### config.mk
export PLATFORM = sky130hd
export DESIGN_NAME = fp_mul_pipe
export DESIGN_NICKNAME = d
export VERILOG_FILES = /design/src/rtl/fp_mul_pipe.sv
export SDC_FILE = /design/constraint.sdc
export NUM_CORES = 2
export LEC_CHECK = 0
export BUFFER_PORTS_ARGS = -buffer_cell sky130_fd_sc_hd__buf_2
export CORE_MARGIN = 4
export CORE_UTILIZATION = 35
export CTS_BUF_LIST = sky130_fd_sc_hd__clkbuf_2
export CTS_CLUSTER_DIAMETER = 100
export CTS_CLUSTER_SIZE = 12
export DETAILED_ROUTE_END_ITERATION = 6
export PLACE_DENSITY = 0.58
export SYNTH_ARGS = -nofsm -noshare
export SYNTH_HDL_FRONTEND = slang
export SYNTH_SLANG_ARGS = --single-unit
### constraint.sdc
create_clock -name clk -period 9.5 [get_ports clk]
set_input_delay 2.375 -clock clk [delete_from_list [all_inputs] [get_ports clk]]
set_output_delay 2.375 -clock clk [all_outputs]
set_load 0.005 [all_outputs]
### src/rtl/fp_mul_pipe.sv
// fp_mul_pipe: three-stage pipelined IEEE-style floating-point multiplier.
// S1 classifies and unpacks the operands, S2 forms the exponent sum and the
// full significand product, S3 normalises, rounds and packs the result.
// Subnormal operands are treated as zero and tiny results flush to zero.
// Optional macro FPMUL_RNE_EN selects round-to-nearest-even; without it the
// result is truncated toward zero.

module fp_mul_pipe #(
   parameter int EXP_W = 8,
   parameter int MAN_W = 23
) (
   input  logic                       clk,
   input  logic                       rst,
   input  logic                       in_valid,
   output logic                       in_ready,
   input  logic [EXP_W+MAN_W:0]       num1,
   input  logic [EXP_W+MAN_W:0]       num2,
   output logic                       out_valid,
   input  logic                       out_ready,
   output logic [EXP_W+MAN_W:0]       product,
   output logic [3:0]                 flags
);

   localparam int W  = 1 + EXP_W + MAN_W;
   localparam int SW = MAN_W + 1;
   localparam int PW = 2 * SW;
   localparam int XW = EXP_W + 2;
   localparam logic signed [XW-1:0] BIAS    = XW'((1 << (EXP_W - 1)) - 1);
   localparam logic signed [XW-1:0] EXP_MAX = XW'((1 << EXP_W) - 1);
   localparam logic [W-1:0] QNAN = {1'b0, {EXP_W{1'b1}}, 1'b1, {(MAN_W-1){1'b0}}};

   // Stage 1 registers
   logic                   s1Valid_q;
   logic                   s1Spec_q;
   logic [W-1:0]           s1SpecRes_q;
   logic [3:0]             s1SpecFlg_q;
   logic                   s1Sign_q;
   logic [EXP_W-1:0]       s1ExpA_q, s1ExpB_q;
   logic [SW-1:0]          s1SigA_q, s1SigB_q;

   // Stage 2 registers
   logic                   s2Valid_q;
   logic                   s2Spec_q;
   logic [W-1:0]           s2SpecRes_q;
   logic [3:0]             s2SpecFlg_q;
   logic                   s2Sign_q;
   logic signed [XW-1:0]   s2Exp_q;
   logic [PW-1:0]          s2Prod_q;

   // Stage 3 (output) registers
   logic                   s3Valid_q;
   logic [W-1:0]           s3Prod_q;
   logic [3:0]             s3Flags_q;

   // Next-state values
   logic                   s1Spec_d;
   logic [W-1:0]           s1SpecRes_d;
   logic [3:0]             s1SpecFlg_d;
   logic signed [XW-1:0]   s2Exp_d;
   logic [PW-1:0]          s2Prod_d;
   logic [W-1:0]           s3Prod_d;
   logic [3:0]             s3Flags_d;

   // Operand fields and classification
   logic                   sA, sB;
   logic [EXP_W-1:0]       eA, eB;
   logic [MAN_W-1:0]       mA, mB;
   logic                   aNan, bNan, aSnan, bSnan, aInf, bInf, aZero, bZero;

   // Normalise / round datapath
   logic                   normHi;
   logic [MAN_W-1:0]       manTrunc;
   logic [SW-1:0]          rest;
   logic                   inexact;
   logic                   roundUp;
   logic [MAN_W:0]         manRounded;
   logic signed [XW-1:0]   expNorm, expRound;

   logic                   advance;

   // The whole pipe moves together; it only freezes when a finished result
   // is waiting for a consumer that is not ready.
   assign advance   = !s3Valid_q || out_ready;
   assign in_ready  = rst || advance;
   assign out_valid = s3Valid_q;
   assign product   = s3Prod_q;
   assign flags     = s3Flags_q;

   assign {sA, eA, mA} = num1;
   assign {sB, eB, mB} = num2;

   assign aNan  = (&eA) && (|mA);
   assign bNan  = (&eB) && (|mB);
   assign aSnan = aNan && !mA[MAN_W-1];
   assign bSnan = bNan && !mB[MAN_W-1];
   assign aInf  = (&eA) && !(|mA);
   assign bInf  = (&eB) && !(|mB);
   assign aZero = !(|eA);
   assign bZero = !(|eB);

   // Resolve NaN / Inf / Zero operands up front so later stages only have to
   // carry the finished special result alongside the normal datapath.
   always_comb begin
      s1Spec_d    = 1'b0;
      s1SpecRes_d = '0;
      s1SpecFlg_d = 4'b0000;
      if (aNan || bNan) begin
         s1Spec_d    = 1'b1;
         s1SpecRes_d = QNAN;
         s1SpecFlg_d = {aSnan || bSnan, 3'b000};
      end else if ((aInf && bZero) || (aZero && bInf)) begin
         s1Spec_d    = 1'b1;
         s1SpecRes_d = QNAN;
         s1SpecFlg_d = 4'b1000;
      end else if (aInf || bInf) begin
         s1Spec_d    = 1'b1;
         s1SpecRes_d = {sA ^ sB, {EXP_W{1'b1}}, {MAN_W{1'b0}}};
      end else if (aZero || bZero) begin
         s1Spec_d    = 1'b1;
         s1SpecRes_d = {sA ^ sB, {(W-1){1'b0}}};
      end
   end

   // Stage 1: capture classification and unpacked fields with hidden bit.
   always_ff @(posedge clk) begin
      if (rst) begin
         s1Valid_q   <= 1'b0;
         s1Spec_q    <= 1'b0;
         s1SpecRes_q <= '0;
         s1SpecFlg_q <= 4'b0000;
         s1Sign_q    <= 1'b0;
         s1ExpA_q    <= '0;
         s1ExpB_q    <= '0;
         s1SigA_q    <= '0;
         s1SigB_q    <= '0;
      end else if (advance) begin
         s1Valid_q <= in_valid;
         if (in_valid) begin
            s1Spec_q    <= s1Spec_d;
            s1SpecRes_q <= s1SpecRes_d;
            s1SpecFlg_q <= s1SpecFlg_d;
            s1Sign_q    <= sA ^ sB;
            s1ExpA_q    <= eA;
            s1ExpB_q    <= eB;
            s1SigA_q    <= {1'b1, mA};
            s1SigB_q    <= {1'b1, mB};
         end
      end
   end

   // Biased exponent sum in a signed field wide enough for both overflow
   // and underflow, and the exact double-width significand product.
   assign s2Exp_d  = $signed({2'b00, s1ExpA_q}) + $signed({2'b00, s1ExpB_q}) - BIAS;
   assign s2Prod_d = {{SW{1'b0}}, s1SigA_q} * {{SW{1'b0}}, s1SigB_q};

   // Stage 2: register the exponent sum and full product.
   always_ff @(posedge clk) begin
      if (rst) begin
         s2Valid_q   <= 1'b0;
         s2Spec_q    <= 1'b0;
         s2SpecRes_q <= '0;
         s2SpecFlg_q <= 4'b0000;
         s2Sign_q    <= 1'b0;
         s2Exp_q     <= '0;
         s2Prod_q    <= '0;
      end else if (advance) begin
         s2Valid_q <= s1Valid_q;
         if (s1Valid_q) begin
            s2Spec_q    <= s1Spec_q;
            s2SpecRes_q <= s1SpecRes_q;
            s2SpecFlg_q <= s1SpecFlg_q;
            s2Sign_q    <= s1Sign_q;
            s2Exp_q     <= s2Exp_d;
            s2Prod_q    <= s2Prod_d;
         end
      end
   end

   // The product of two [1,2) significands lies in [1,4); a set MSB means one
   // extra right shift. The discarded bits are kept MSB-aligned so the top
   // one is always the guard bit.
   always_comb begin
      normHi = s2Prod_q[PW-1];
      if (normHi) begin
         manTrunc = s2Prod_q[PW-2 -: MAN_W];
         rest     = s2Prod_q[MAN_W:0];
      end else begin
         manTrunc = s2Prod_q[PW-3 -: MAN_W];
         rest     = {s2Prod_q[MAN_W-1:0], 1'b0};
      end
   end

   assign inexact = |rest;

`ifdef FPMUL_RNE_EN
   logic guardBit, stickyBit;
   assign guardBit  = rest[SW-1];
   assign stickyBit = |rest[SW-2:0];
   assign roundUp   = guardBit && (stickyBit || manTrunc[0]);
`else
   assign roundUp   = 1'b0;
`endif

   // A carry out of the mantissa leaves the stored field all zero, which is
   // exactly the next power of two once the exponent is bumped.
   assign manRounded = {1'b0, manTrunc} + {{MAN_W{1'b0}}, roundUp};
   assign expNorm    = s2Exp_q + $signed({{(XW-1){1'b0}}, normHi});
   assign expRound   = expNorm + $signed({{(XW-1){1'b0}}, manRounded[MAN_W]});

   // Pack the result, replacing it with Inf on overflow, zero on underflow,
   // or the precomputed special result.
   always_comb begin
      s3Prod_d  = {s2Sign_q, expRound[EXP_W-1:0], manRounded[MAN_W-1:0]};
      s3Flags_d = {3'b000, inexact};
      if (s2Spec_q) begin
         s3Prod_d  = s2SpecRes_q;
         s3Flags_d = s2SpecFlg_q;
      end else if (!expRound[XW-1] && (expRound >= EXP_MAX)) begin
         s3Prod_d  = {s2Sign_q, {EXP_W{1'b1}}, {MAN_W{1'b0}}};
         s3Flags_d = 4'b0101;
      end else if (expRound[XW-1] || (expRound == '0)) begin
         s3Prod_d  = {s2Sign_q, {(W-1){1'b0}}};
         s3Flags_d = 4'b0011;
      end
   end

   // Stage 3: output register, held while the consumer stalls.
   always_ff @(posedge clk) begin
      if (rst) begin
         s3Valid_q <= 1'b0;
         s3Prod_q  <= '0;
         s3Flags_q <= 4'b0000;
      end else if (advance) begin
         s3Valid_q <= s2Valid_q;
         if (s2Valid_q) begin
            s3Prod_q  <= s3Prod_d;
            s3Flags_q <= s3Flags_d;
         end
      end
   end

endmodule

=== Word-level counts from Yosys, hierarchy flattened ===
Cells that the tools add are included.

* Bits in registers: 237
* Logic and storage cells: 79

* $add $sub $neg: 3
* Multipliers: 1
* Muxes and demuxes: 18
* Reductions and logical operators: 36
* Bitwise operators: 1
* Order comparisons: 1

{| class="wikitable"
|+ Operators by type and width
! operator !! number
|-
| 32-bit 2-to-1 mux || 5
|-
| 31-bit 2-to-1 mux || 2
|-
| 24-bit by 24-bit multiplier with 48-bit output || 1
|-
| 23-bit OR reduction || 2
|-
| 24-bit 2-to-1 mux || 1
|-
| 24-bit OR reduction || 1
|-
| 23-bit 2-to-1 mux || 1
|-
| 8-bit AND reduction || 2
|-
| 8-bit OR reduction || 2
|-
| 4-bit 2-to-1 mux || 3
|-
| 10-bit by 2-bit adder with 10-bit output || 1
|-
| 10-bit by 9-bit >= comparator with 1-bit output (second input constant) || 1
|-
| 10-bit zero test || 1
|-
| 9-bit by 7-bit subtractor with 10-bit output (second input constant) || 1
|-
| 8-bit by 8-bit adder with 9-bit output || 1
|-
| 1-bit logical AND || 9
|-
| 1-bit zero test || 8
|-
| 1-bit logical OR || 8
|-
| 2-bit AND reduction || 3
|-
| 1-bit 2-to-1 mux || 4
|-
| 3-bit 2-to-1 mux || 1
|-
| 2-bit 2-to-1 mux || 1
|-
| 1-bit XOR || 1
|}

=== Depth between registers and ports, before layout ===
* Word-level depth: 7
* Mapped depth: 27
* Mapped depth without buffers: 24

=== Worst setup path before layout ===
OpenSTA, ideal clock, no wires.

* Path type: flip-flop to flip-flop
* Start: register s1SigB_q[3]
* End: register s2Prod_q[40]
* Buffers on the path: 3
* Clock period less this slack: 6.839 ns
* Arrival: 6.779 ns
* Cell stages (with the launch flop): 28
* Library setup time: 0.061 ns
* Path slack: 2.661 ns
* Path through: dfxtp_1 clkbuf_1 clkbuf_1 nand2_1 fa_1 inv_1 fa_1 inv_1 fa_1 inv_1 fa_1 inv_1 fa_1 inv_1 fa_1 inv_1 fa_1 inv_1 ha_1 clkbuf_1 and3_1 and3_1 o21ai_0 a311o_1 a211oi_2 o211ai_1 a2111oi_0 a311o_1

* Longest elaborated chain between the ends: 1

{| class="wikitable"
|+ RTL lines
! item !! line !! source
|-
| start, declared || 39 || <nowiki>logic [SW-1:0] s1SigA_q, s1SigB_q;</nowiki>
|-
| start signal, assigned || 146 || <nowiki>s1SigB_q <= {1'b1, mB};</nowiki>
|-
| 24-bit by 24-bit multiplier with 48-bit output || 154 || <nowiki>assign s2Prod_d = {{SW{1'b0}}, s1SigA_q} * {{SW{1'b0}}, s1SigB_q};</nowiki>
|-
| end signal, assigned || 174 || <nowiki>s2Prod_q <= s2Prod_d;</nowiki>
|-
| end, declared || 48 || <nowiki>logic [PW-1:0] s2Prod_q;</nowiki>
|}

No other way between the ends.
A chain may end at the register's enable or synchronous reset.

=== Worst setup path after layout ===
* Start: register s1SigA_q[18]
* End: register s2Prod_q[40]

* Longest elaborated chain between the ends: 1

{| class="wikitable"
|+ RTL lines
! item !! line !! source
|-
| start, declared || 39 ||
|-
| start signal, assigned || 145 || <nowiki>s1SigA_q <= {1'b1, mA};</nowiki>
|-
| 24-bit by 24-bit multiplier with 48-bit output || 154 ||
|}

No other way between the ends.

==> flow_summary.rst <==
.. list-table::
   :header-rows: 1

   * - Metric
     - Value
   * - Run status
     - finished clean
   * - Number of sinks handled by clock tree synthesis
     - 172
   * - Standard-cell rows
     - 100
   * - Clk Tree Root Cell
     - sky130_fd_sc_hd__clkbuf_2
   * - Final-report max-slew violation count
     - 0
   * - Static leakage
     - 13.33 nW
   * - Pre-CTS WS
     - 1946 ps
   * - DIE WIDTH
     - 281.9 um
   * - CP endpoint kind
     - register
   * - CP Cell Sequence
     - nand2_1 > fa_1 > inv_1 > fa_1 > inv_1 > fa_1 > fa_1 > inv_1 > fa_1 > fa_1 > inv_1 > fa_1 > inv_1 > ha_1 > a21o_1 > a21o_1 > a211oi_1 > a311o_1 > a211oi_2 > o211ai_1 > a2111oi_0 > a311o_1
   * - Via-to-Cell Ratio
     - 4.976
   * - I/O pin total
     - 106
   * - Depth of the worst hold-timing path
     - 2
   * - Normalized max-slew margin
     - 26.22%
   * - Required time reported for the critical path endpoint
     - 10400 ps
   * - GP Congestion
     - 0.8695
   * - Number of cells traversed by the worst register-to-register path
     - 22
   * - Half-perimeter wire length after detailed placement
     - 57.54 mm
   * - Final instance count without filler cells
     - 4041
   * - Number of cells in the design after placement
     - 4005
   * - Number of nets still failing antenna checks after routing
     - 0
   * - Final count of hold timing violations
     - 0
   * - Data arrival at the endpoint of the critical path
     - 8740 ps
   * - Post-DP Area
     - 27620 um2
   * - Area fraction of the dominant cell type after synthesis
     - 36.83%
   * - Setup repair after global routing missed its margin
     - no
   * - Effective utilization at floorplan
     - 35.27%
   * - Worst voltage drop across the vdd grid
     - 85.08 uV
   * - Area of the core
     - 74450 um2
   * - Area of the die
     - 79460 um2
   * - Vertical extent of the die
     - 281.9 um
   * - Post_cts resized
     - 0
   * - Top cell types by occurrence after synthesis
     - 566 x sky130_fd_sc_hd__inv_1, 561 x sky130_fd_sc_hd__nand2_1, 483 x sky130_fd_sc_hd__fa_1
   * - Count of synthesis-stage warnings from yosys
     - 0
   * - H-tree levels
     - 4
   * - Post-layout instance area
     - 27900 um2
   * - Buffers inserted by post-CTS timing repair
     - 0
   * - Hold Crit Start
     - s1SpecFlg_q[3]
   * - Ratio of final minimum period to clock period
     - 82.46%
   * - Most frequent CP cell
     - sky130_fd_sc_hd__fa_1
   * - Worst-path maximum fanout
     - 25
   * - Residual DRC count
     - 0
   * - Minimum clock period after layout
     - 7834 ps
   * - First-pass GRT wire length
     - 119.3 mm
   * - Violation count after the first detailed-routing iteration
     - 1366
   * - Number of enable-type register cells in the synthesized netlist
     - 0
   * - Post-synth net total
     - 3809
   * - Cell area after synthesis
     - 26260 um2
   * - Max Freq
     - 127.7 MHz
   * - Clock transition at the register clock pins on the worst setup and hold paths after CTS
     - 410 ps
   * - FF-to-FF Start
     - s1SigA_q[18]
   * - #FFs+latches synth
     - 172
   * - Post-route setup TNS
     - 0 ps
   * - Hold/Removal Path Class
     - reg2reg
   * - First-pass iteration count of the detailed router
     - 5
   * - Most instantiated library cell after synthesis
     - sky130_fd_sc_hd__inv_1
   * - Layout overhead on the synthesized area
     - 6.272%
   * - Mean post-synth cell area
     - 8.561 um2
   * - TritonCTS Buffers
     - 17
   * - Fraction of final layout cells with drive strength greater than 1
     - 7.040%
   * - Leftover overflow at the end of global routing
     - 0
   * - Global router's overall resource usage
     - 19.00%
   * - Hold EP
     - s2SpecFlg_q[3]
   * - CP Launch Type
     - register
   * - Post-synth ARST share
     - 0%
   * - Cell with the largest stage delay on the worst path
     - sky130_fd_sc_hd__dfxtp_1
   * - Total power per unit cell area
     - 84.31 nW/um2
   * - Smallest setup slack after layout
     - 1666 ps
   * - Number of port buffers
     - 105
   * - Initial antenna violation count
     - 4
   * - Crit Reg-Reg Endpoint
     - s2Prod_q[40]
   * - Most area-hungry cell type in the Yosys netlist
     - sky130_fd_sc_hd__fa_1
   * - Clock tree from TritonCTS
     - done
   * - Worst Skew
     - 126.3 ps
   * - Top cells by area in the synthesized netlist
     - sky130_fd_sc_hd__fa_1 37%, sky130_fd_sc_hd__dfxtp_1 13%, sky130_fd_sc_hd__ha_1 9.1%
   * - Top FF cell, synth
     - sky130_fd_sc_hd__dfxtp_1
   * - Wire length per cell
     - 17.89 um
   * - Proportion of synthesized chip area in sequential cells
     - 13.11%
   * - Number of vias in the routed layout
     - 20110
   * - Worst setup slack for register-to-register paths
     - 1670 ps
   * - Maxcap violations
     - 0
   * - Maximum number of pins on one net before global-route repair
     - 87
   * - Post-synthesis cell type count
     - 69
   * - Skew-Pair Late Insertion Delay
     - 1010 ps
   * - Worst stage delay on the critical path
     - 1110 ps
   * - Vias in the first global route
     - 21100
   * - Type of the worst setup path
     - reg2reg
   * - Transition time of the tightest slew-check pin
     - 1105 ps
   * - Final Routed Wirelength
     - 72.30 mm
   * - Total design power
     - 2.352 mW
   * - Kind of cell with the highest combined delay on the critical path
     - adder cells
   * - Final setup viols
     - 0
   * - Gate count after technology mapping
     - 3067
   * - Hold-fix buffers at CTS
     - 0
   * - Nets
     - 3797
   * - Buffers from clock root to sink, at most
     - 2
   * - Critical path buffer and inverter count
     - 5
cell type report:
type | count | area, um2
clock inverters | 14 | 177.7
multi-input cells | 2151 | 20000
flip-flops and latches | 172 | 3443
repair buffers | 146 | 835.8
clock buffers | 18 | 90.09
fillers | 7642 | 46540
well taps | 969 | 1212
diodes | 4 | 10.01
inverters | 567 | 2128
state kept, by name (all words and copies together) (netlist names), 3 cells and up:
name	cells
flags	4
product	32
s1ExpA_q	8
s1ExpB_q	8
s1SigA_q	24
s1SigB_q	23
s1SpecRes_q	3
s2Exp_q	10
s2Prod_q	48
s2SpecRes_q	3
cells by family (layout without fill, tap and decap cells):
| family | Yosys count | after routing | synth area share, % |
|---|---|---|---|
| flip-flops | 172 | 172 | 13.11 |
| AO/OA/AOI/OAI | 346 | 346 | 8.373 |
| buffers and inverters | 744 | 745 | 10.72 |
| AND/OR/NAND/NOR | 1067 | 1067 | 19.61 |
| XOR/XNOR | 39 | 39 | 1.301 |
| adder cells (fa/ha/maj) | 674 | 674 | 45.93 |
| multiplexers | 25 | 25 | 0.9531 |
| other | 0 | 4 | 0 |
where the power goes:
part | internal [mW] | total, mW | leakage, nW | switching (mW)
registers | 0.764 | 0.838 | 1.40 | 0.0735
logic | 0.381 | 1.03 | 11.8 | 0.654
clock network | 0.137 | 0.480 | 0.160 | 0.342
total | 1.28 | 2.35 | 13.3 | 1.07
per-stage QoR:
stage | utilization (%) | hold slack, ps
4_1_cts | 37.47 | 448.6
5_1_grt | 37.48 | 450.5
3_3_place_gp | 37.11 | 432.1
6_report | 37.48 | 463.1
3_5_place_dp | 37.11 | 440.8
2_1_floorplan | - | 426.3
worst max path at each step:
stage            startpoint      endpoint  cells after the start
5_1_grt        s1SigA_q[13]  s2Prod_q[40]                     25
3_5_place_dp   s1SigA_q[13]  s2Prod_q[40]                     25
6_report       s1SigA_q[18]  s2Prod_q[40]                     22
4_1_cts        s1SigA_q[13]  s2Prod_q[40]                     25
3_3_place_gp   s1SigA_q[13]  s2Prod_q[40]                     25
2_1_floorplan   s1SigB_q[3]  s2Prod_q[40]                     27
layout by cell type (no fill, tap or decap), drive strengths merged, types with 17 or more instances in the layout:
cell type  netlist  routed
nor4            23      23
clkbuf         161      18
and2           294     294
nand3           49      49
a31oi           23      23
buf             16     146
a21oi          150     150
nor2            39      39
mux2i           25      25
ha             191     191
fa             483     483
a211oi          18      18
dfxtp          172     172
and3            19      19
xnor2           28      28
nand4           24      24
nand2          561     561
nor3            17      17
o21ai           61      61
inv            566     574
a21o            31      31
metal layers:
metal / GRT usage [%] / vias up / share of wire [%]
met4: 3.555 / 2 / 1.4
met5: 0 / - / 0.024
met2: 28.81 / 539 / 43
met1: 28.07 / 10110 / 48
li1: - / 9401 / -
met3: 4.239 / 58 / 7.3
worst reg2reg max path: stages (launching register included):
cell	delay [ps]
sky130_fd_sc_hd__dfxtp_1	1110
sky130_fd_sc_hd__nand2_1	190
sky130_fd_sc_hd__fa_1	580
sky130_fd_sc_hd__inv_1	50
sky130_fd_sc_hd__fa_1	520
sky130_fd_sc_hd__inv_1	70
sky130_fd_sc_hd__fa_1	500
sky130_fd_sc_hd__fa_1	510
sky130_fd_sc_hd__inv_1	50
sky130_fd_sc_hd__fa_1	520
sky130_fd_sc_hd__fa_1	570
sky130_fd_sc_hd__inv_1	70
sky130_fd_sc_hd__fa_1	500
sky130_fd_sc_hd__inv_1	50
sky130_fd_sc_hd__ha_1	370
sky130_fd_sc_hd__a21o_1	220
sky130_fd_sc_hd__a21o_1	130
sky130_fd_sc_hd__a211oi_1	80
sky130_fd_sc_hd__a311o_1	440
sky130_fd_sc_hd__a211oi_2	370
sky130_fd_sc_hd__o211ai_1	170
sky130_fd_sc_hd__a2111oi_0	490
sky130_fd_sc_hd__a311o_1	180
Power figures use the tool's default switching activity.
